[config.mk]
export PLATFORM = sky130hd
export DESIGN_NAME = write_back_regfile
export DESIGN_NICKNAME = d
export VERILOG_FILES = /design/src/rtl/cpu_pkg.sv /design/src/rtl/regfile_mem.sv /design/src/rtl/write_back_regfile.sv
export SDC_FILE = /design/constraint.sdc
export NUM_CORES = 1
export LEC_CHECK = 0
export ABC_CLOCK_PERIOD_IN_PS = 1800
export BUFFER_PORTS_ARGS = -buffer_cell sky130_fd_sc_hd__buf_2
export CAP_MARGIN = 10
export CORE_ASPECT_RATIO = 1.25
export CORE_UTILIZATION = 54
export CTS_CLUSTER_DIAMETER = 40
export DETAILED_ROUTE_END_ITERATION = 16
export PLACE_DENSITY = 0.76
export SETUP_SLACK_MARGIN = 0.15
export SLEW_MARGIN = 20
export SYNTH_ARGS = -nofsm -noshare
export SYNTH_HDL_FRONTEND = slang
export SYNTH_SLANG_ARGS = --single-unit
[constraint.sdc]
create_clock -name clk -period 1.8 [get_ports clk]
set_input_delay 0.18 -clock clk [delete_from_list [all_inputs] [get_ports clk]]
set_output_delay 0.18 -clock clk [all_outputs]
set_load 0.02 [all_outputs]
[src/rtl/cpu_pkg.sv]
// Shared CPU definitions: register file geometry and write-back source select encodings.
package cpu_pkg;

   localparam int unsigned REG_WIDTH = 16;
   localparam int unsigned REG_IDX_W = 4;

   localparam logic [REG_IDX_W-1:0] REG_ZERO = 4'd0;
   localparam logic [REG_IDX_W-1:0] REG_LINK = 4'd15;

   localparam logic WB_SEL_ALU = 1'b0;
   localparam logic WB_SEL_MEM = 1'b1;

   typedef logic [REG_IDX_W-1:0] reg_idx_t;

endpackage

[src/rtl/regfile_mem.sv]
// General-purpose register array: one synchronous write port, two asynchronous read ports,
// optional hardwired-zero R0.
module regfile_mem #(
   parameter int unsigned WIDTH    = 16,
   parameter int unsigned NUM_REGS = 16,
   parameter bit          R0_ZERO  = 1'b1
) (
   input  logic             clk,
   input  logic             rst,
   input  logic             wr_en_i,
   input  logic [3:0]       wr_addr_i,
   input  logic [WIDTH-1:0] wr_data_i,
   input  logic [3:0]       rd_addr_a_i,
   input  logic [3:0]       rd_addr_b_i,
   output logic [WIDTH-1:0] rd_data_a_o,
   output logic [WIDTH-1:0] rd_data_b_o
);
   import cpu_pkg::*;

   logic [WIDTH-1:0] regs_q [NUM_REGS];
   logic             wr_keep_c;

   // Writes to R0 are dropped when it is hardwired to zero.
   assign wr_keep_c = wr_en_i && !(R0_ZERO && (wr_addr_i == REG_ZERO));

   always_ff @(posedge clk) begin
      if (rst) begin
         for (int unsigned i = 0; i < NUM_REGS; i++) begin
            regs_q[i] <= '0;
         end
      end else if (wr_keep_c) begin
         regs_q[wr_addr_i] <= wr_data_i;
      end
   end

   assign rd_data_a_o = (R0_ZERO && (rd_addr_a_i == REG_ZERO)) ? '0 : regs_q[rd_addr_a_i];
   assign rd_data_b_o = (R0_ZERO && (rd_addr_b_i == REG_ZERO)) ? '0 : regs_q[rd_addr_b_i];

endmodule

[src/rtl/write_back_regfile.sv]
// Write-back stage: result mux, register file, optional same-cycle forwarding (WB_BYPASS_EN),
// trace registers and retired-writeback counter.
module write_back_regfile #(
   parameter int unsigned REG_WIDTH = 16,
   parameter int unsigned NUM_REGS  = 16,
   parameter bit          R0_ZERO   = 1'b1
) (
   input  logic                 clk,
   input  logic                 rst,
   input  logic [REG_WIDTH-1:0] i_R_alu_out,
   input  logic [15:0]          i_16_mem_data,
   input  logic                 i_1_mem2reg_sel,
   input  logic [3:0]           i_4_reg_wr_addr,
   input  logic                 i_1_reg_wr_en,
   input  logic [3:0]           i_4_rd_addr_a,
   input  logic [3:0]           i_4_rd_addr_b,
   output logic [REG_WIDTH-1:0] o_R_rd_data_a,
   output logic [REG_WIDTH-1:0] o_R_rd_data_b,
   output logic [REG_WIDTH-1:0] or_R_wb_data,
   output logic [3:0]           or_4_wb_addr,
   output logic                 or_1_wb_valid,
   output logic [15:0]          or_16_retire_cnt
);
   import cpu_pkg::*;

   logic [REG_WIDTH-1:0] wb_data_c;
   logic                 wr_acc_c;
   logic [REG_WIDTH-1:0] mem_rd_a_c;
   logic [REG_WIDTH-1:0] mem_rd_b_c;

   logic [REG_WIDTH-1:0] wb_data_q, wb_data_d;
   logic [3:0]           wb_addr_q, wb_addr_d;
   logic                 wb_valid_q, wb_valid_d;
   logic [15:0]          retire_cnt_q, retire_cnt_d;

   assign wb_data_c = (i_1_mem2reg_sel == WB_SEL_MEM) ? REG_WIDTH'(i_16_mem_data) : i_R_alu_out;
   assign wr_acc_c  = i_1_reg_wr_en & ~rst;

   regfile_mem #(
      .WIDTH    (REG_WIDTH),
      .NUM_REGS (NUM_REGS),
      .R0_ZERO  (R0_ZERO)
   ) u_regfile_mem (
      .clk         (clk),
      .rst         (rst),
      .wr_en_i     (wr_acc_c),
      .wr_addr_i   (i_4_reg_wr_addr),
      .wr_data_i   (wb_data_c),
      .rd_addr_a_i (i_4_rd_addr_a),
      .rd_addr_b_i (i_4_rd_addr_b),
      .rd_data_a_o (mem_rd_a_c),
      .rd_data_b_o (mem_rd_b_c)
   );

`ifdef WB_BYPASS_EN
   // Write-through forwarding; a discarded R0 write must never be forwarded.
   logic fwd_ok_c;
   assign fwd_ok_c      = wr_acc_c && !(R0_ZERO && (i_4_reg_wr_addr == REG_ZERO));
   assign o_R_rd_data_a = (fwd_ok_c && (i_4_rd_addr_a == i_4_reg_wr_addr)) ? wb_data_c : mem_rd_a_c;
   assign o_R_rd_data_b = (fwd_ok_c && (i_4_rd_addr_b == i_4_reg_wr_addr)) ? wb_data_c : mem_rd_b_c;
`else
   assign o_R_rd_data_a = mem_rd_a_c;
   assign o_R_rd_data_b = mem_rd_b_c;
`endif

   // Trace and retire counter next-state; discarded R0 writes still count as retired.
   always_comb begin
      wb_data_d    = wb_data_q;
      wb_addr_d    = wb_addr_q;
      wb_valid_d   = 1'b0;
      retire_cnt_d = retire_cnt_q;
      if (wr_acc_c) begin
         wb_data_d    = wb_data_c;
         wb_addr_d    = i_4_reg_wr_addr;
         wb_valid_d   = 1'b1;
         retire_cnt_d = retire_cnt_q + 16'd1;
      end
   end

   always_ff @(posedge clk) begin
      if (rst) begin
         wb_data_q    <= '0;
         wb_addr_q    <= '0;
         wb_valid_q   <= 1'b0;
         retire_cnt_q <= '0;
      end else begin
         wb_data_q    <= wb_data_d;
         wb_addr_q    <= wb_addr_d;
         wb_valid_q   <= wb_valid_d;
         retire_cnt_q <= retire_cnt_d;
      end
   end

   assign or_R_wb_data     = wb_data_q;
   assign or_4_wb_addr     = wb_addr_q;
   assign or_1_wb_valid    = wb_valid_q;
   assign or_16_retire_cnt = retire_cnt_q;

endmodule

==> results.txt <==
1st-pass router iterations: 5
Design area: 17200 µm²
HP Class: input port to flip-flop
Failing checks: setup timing
Area growth from synthesis to layout: 24.9%
Post-Syn Area: 13800 µm²
H-tree depth: 1
Pleak: 6.33 nW
Max Slew Vio Count: 0
Vias: 10100
Largest cells by area after synthesis: edfxtp_1, mux4_2, nor2_1
Tot Pwr: 16.2 mW
Sink Count: 277
Drt drc: 0
Antenna viol nets, final: 0
R2R Path Start: or_16_retire_cnt[6]
Crit path from: u_regfile_mem.regs_q[11][9]
Final critical-path required period: 2.42 ns
Async SR Flop Fraction: 0%
First-pass GRT wire length: 58.7 mm
Synth Net Count: 1085
Layout cell share with drive strength beyond 1: 39.8%
Post-route setup slack: -0.618 ns
Clk pin slew, worst setup/hold paths: 0.06 ns
Port buffer count: 116
Row Count: 65
Worst clock skew: 0.00312 ns
Min-delay src: i_4_reg_wr_addr[0]
Fmax: 0.414 GHz
Sequential element share of the synthesized area: 57.6%
Worst vdd ir: 0.896 mV
RSZ-0062 raised after global routing: yes
Crit-path cells: mux4_2, nor2b_1, nor3_1, buf_4, a221o_1, buf_6
Outcome: complete, but fails checks
Largest net degree at the start of global routing: 58
Vias in the first global route: 10100
Root Buffer: clkbuf_16
IO Pins: 117
Flops & latches, synth: 277
Pwr dens: 943 nW/µm²
CP Class: flip-flop to output port
Antenna cells: 0
Vias per cell: 6.42
Post-synthesis cell count: 1036
Iteration-0 DRC Markers: 1055
Post-synth top area share: 52.2%
Clock latency on the worst-skew pair: 0.56 ns
Setup TNS: -14.17 ns
Yosys top cell by area: edfxtp_1
Final net count: 1267
# setup viols final: 32
Slew @ Worst Pin: 0.560 ns
Fill cell count: 1727
Total grt overflow: 0
WL/cell: 24.6 µm
Crit path arrival time: 2.24 ns
Top_reg_cell synth: edfxtp_1
Initial Util: 54.7%
Die Y: 181 µm
HPWL after detailed placement: 26.5 mm
Fin Hold WS: 0.0203 ns
Routed Wire Length: 38.8 mm
Die Wd: 145 µm
Fin crit share: 134%
Syn Area/Cell: 13.3 µm²
Placed cell area: 15700 µm²
CP Data Required Time: 1.62 ns
Slowest Stage Delay on Critical Path: 0.49 ns
Slowest-stage cell, CP: mux4_2
CP Capture Type: output port
Fin. Hold Viols: 0
Die Footprint: 26200 µm²
Post-place setup slack: -0.207 ns
Cell variety after synth: 38
MaxCap Viol Count: 0
Core area: 25200 µm²
Antenna violations before repair: 0
Slew headroom: 62.7%
GPL Wtd Cong: 0.934
CP Max Fanout: 2
Gr usage total: 29.9%
CP startpoint kind: flip-flop
Yosys Warn Count: 0
EDFF count, synth: 240
CTS buffer count: 31
CTS Buffer Depth: 3
TritonCTS clock tree: yes
## final cells by class
class                      count  area [µm²]  share of cell area (%)
sequential                   277        7980                    46.3
multi-input combinational    663        5760                    33.4
timing repair buffer         242        2040                    11.8
clock buffer                  38         876                    5.08
tap                          335         419                    2.43
clock inverter                17         160                   0.929
inverter                       3        11.3                  0.0653
## layout by cell type, fill, tap and decap left out, types with 6 or more instances in the layout
| cell | Yosys | final |
|---|---|---|
| mux4_2 | 96 | 96 |
| buf_2 | 27 | 83 |
| a21oi_2 | 0 | 15 |
| o21ai_1 | 0 | 7 |
| nor2b_2 | 0 | 8 |
| nor2_1 | 277 | 277 |
| nand2b_2 | 0 | 9 |
| o21ai_0 | 17 | 8 |
| buf_4 | 2 | 107 |
| buf_6 | 2 | 21 |
| a211oi_1 | 18 | 17 |
| a221oi_2 | 0 | 9 |
| a221o_1 | 29 | 29 |
| dfxtp_1 | 37 | 27 |
| nand3_1 | 8 | 7 |
| nor3_2 | 0 | 8 |
| nor2b_1 | 22 | 13 |
| xor2_1 | 6 | 6 |
| a221oi_1 | 15 | 6 |
| dfxtp_4 | 0 | 7 |
| nand2b_1 | 17 | 8 |
| nor3_1 | 18 | 9 |
| nand4_1 | 6 | 6 |
| buf_12 | 0 | 27 |
| xnor2_1 | 6 | 6 |
| edfxtp_1 | 240 | 240 |
| mux2i_1 | 41 | 38 |
| mux2_2 | 33 | 30 |
| clkbuf_16 | 0 | 34 |
| nand2_1 | 19 | 17 |
## flip-flops by register name, indices dropped and copies added (netlist names)
name                  flops
or_16_retire_cnt         16
or_R_wb_data             16
or_1_wb_valid             1
u_regfile_mem.regs_q    240
or_4_wb_addr              4
## logic make-up after synthesis
logic type | share of synthesized area [%]
multiplexers | 21.3
adder cells (fa/ha/maj) | 0.0906
flip-flops | 57.6
AND/OR/NAND/NOR | 11.8
buffers and inverters | 3.02
XOR/XNOR | 0.761
AO/OA/AOI/OAI | 5.38
## stage by stage
step	utilization [%]	instances
floorplan	-	1036
global placement	62.3	1507
detailed placement	62.3	1507
CTS	67.7	1571
global route	68.4	1575
finish	68.4	1575
## power breakdown
part | internal (mW) | total (mW) | switching [mW]
clock | 3.65 | 6.25 | 2.59
sequential | 7.33 | 7.55 | 0.226
combinational | 1.15 | 2.44 | 1.30
total | 12.1 | 16.2 | 4.11
## timing repair
| action | in CTS | in global routing |
|---|---|---|
| hold endpoints to repair | 4 | 0 |
| hold buffers | 4 | 0 |
| pin swaps | 19 | 8 |
| setup buffers | 5 | 4 |
| setup endpoints to repair | 33 | 34 |
| resized for setup | 76 | 35 |
## synthesized netlist by cell type, types with 2 or more instances
cell type,instances
a211oi_1,18
a21oi_1,17
a221o_1,29
a221oi_1,15
and3_1,2
buf_1,6
buf_2,27
buf_4,2
buf_6,2
clkbuf_1,56
dfxtp_1,37
edfxtp_1,240
inv_1,3
mux2_2,33
mux2i_1,41
mux4_2,96
nand2_1,19
nand2b_1,17
nand3_1,8
nand4_1,6
nor2_1,277
nor2b_1,22
nor3_1,18
nor3b_1,3
nor4_1,3
o21ai_0,17
xnor2_1,6
xor2_1,6
## worst max-delay path, delay by kind of cell, from the launching register on
family,cells,cell delay [ns]
AO/OA/AOI/OAI,1,0.28
buffers and inverters,2,0.29
flip-flops,1,0.43
multiplexers,1,0.49
AND/OR/NAND/NOR,2,0.20
## final timing paths
path	to	slack (ns)	cells after the start
max reg2reg	or_16_retire_cnt[15]	0.17	4
max	o_R_rd_data_b[9]	-0.62	6
min reg2reg	or_4_wb_addr[2]	0.49	2
min	or_4_wb_addr[0]	0.02	3
## metal layers
metal / routed length, µm / global-route usage, % / part of all wire (%)
met5: 0 / 0 / 0
met4: 2390 / 18.1 / 6.1
met3: 3000 / 3.26 / 7.7
met2: 20200 / 52.7 / 52
met1: 13200 / 35.5 / 34
Power figures use the tool's default switching activity.
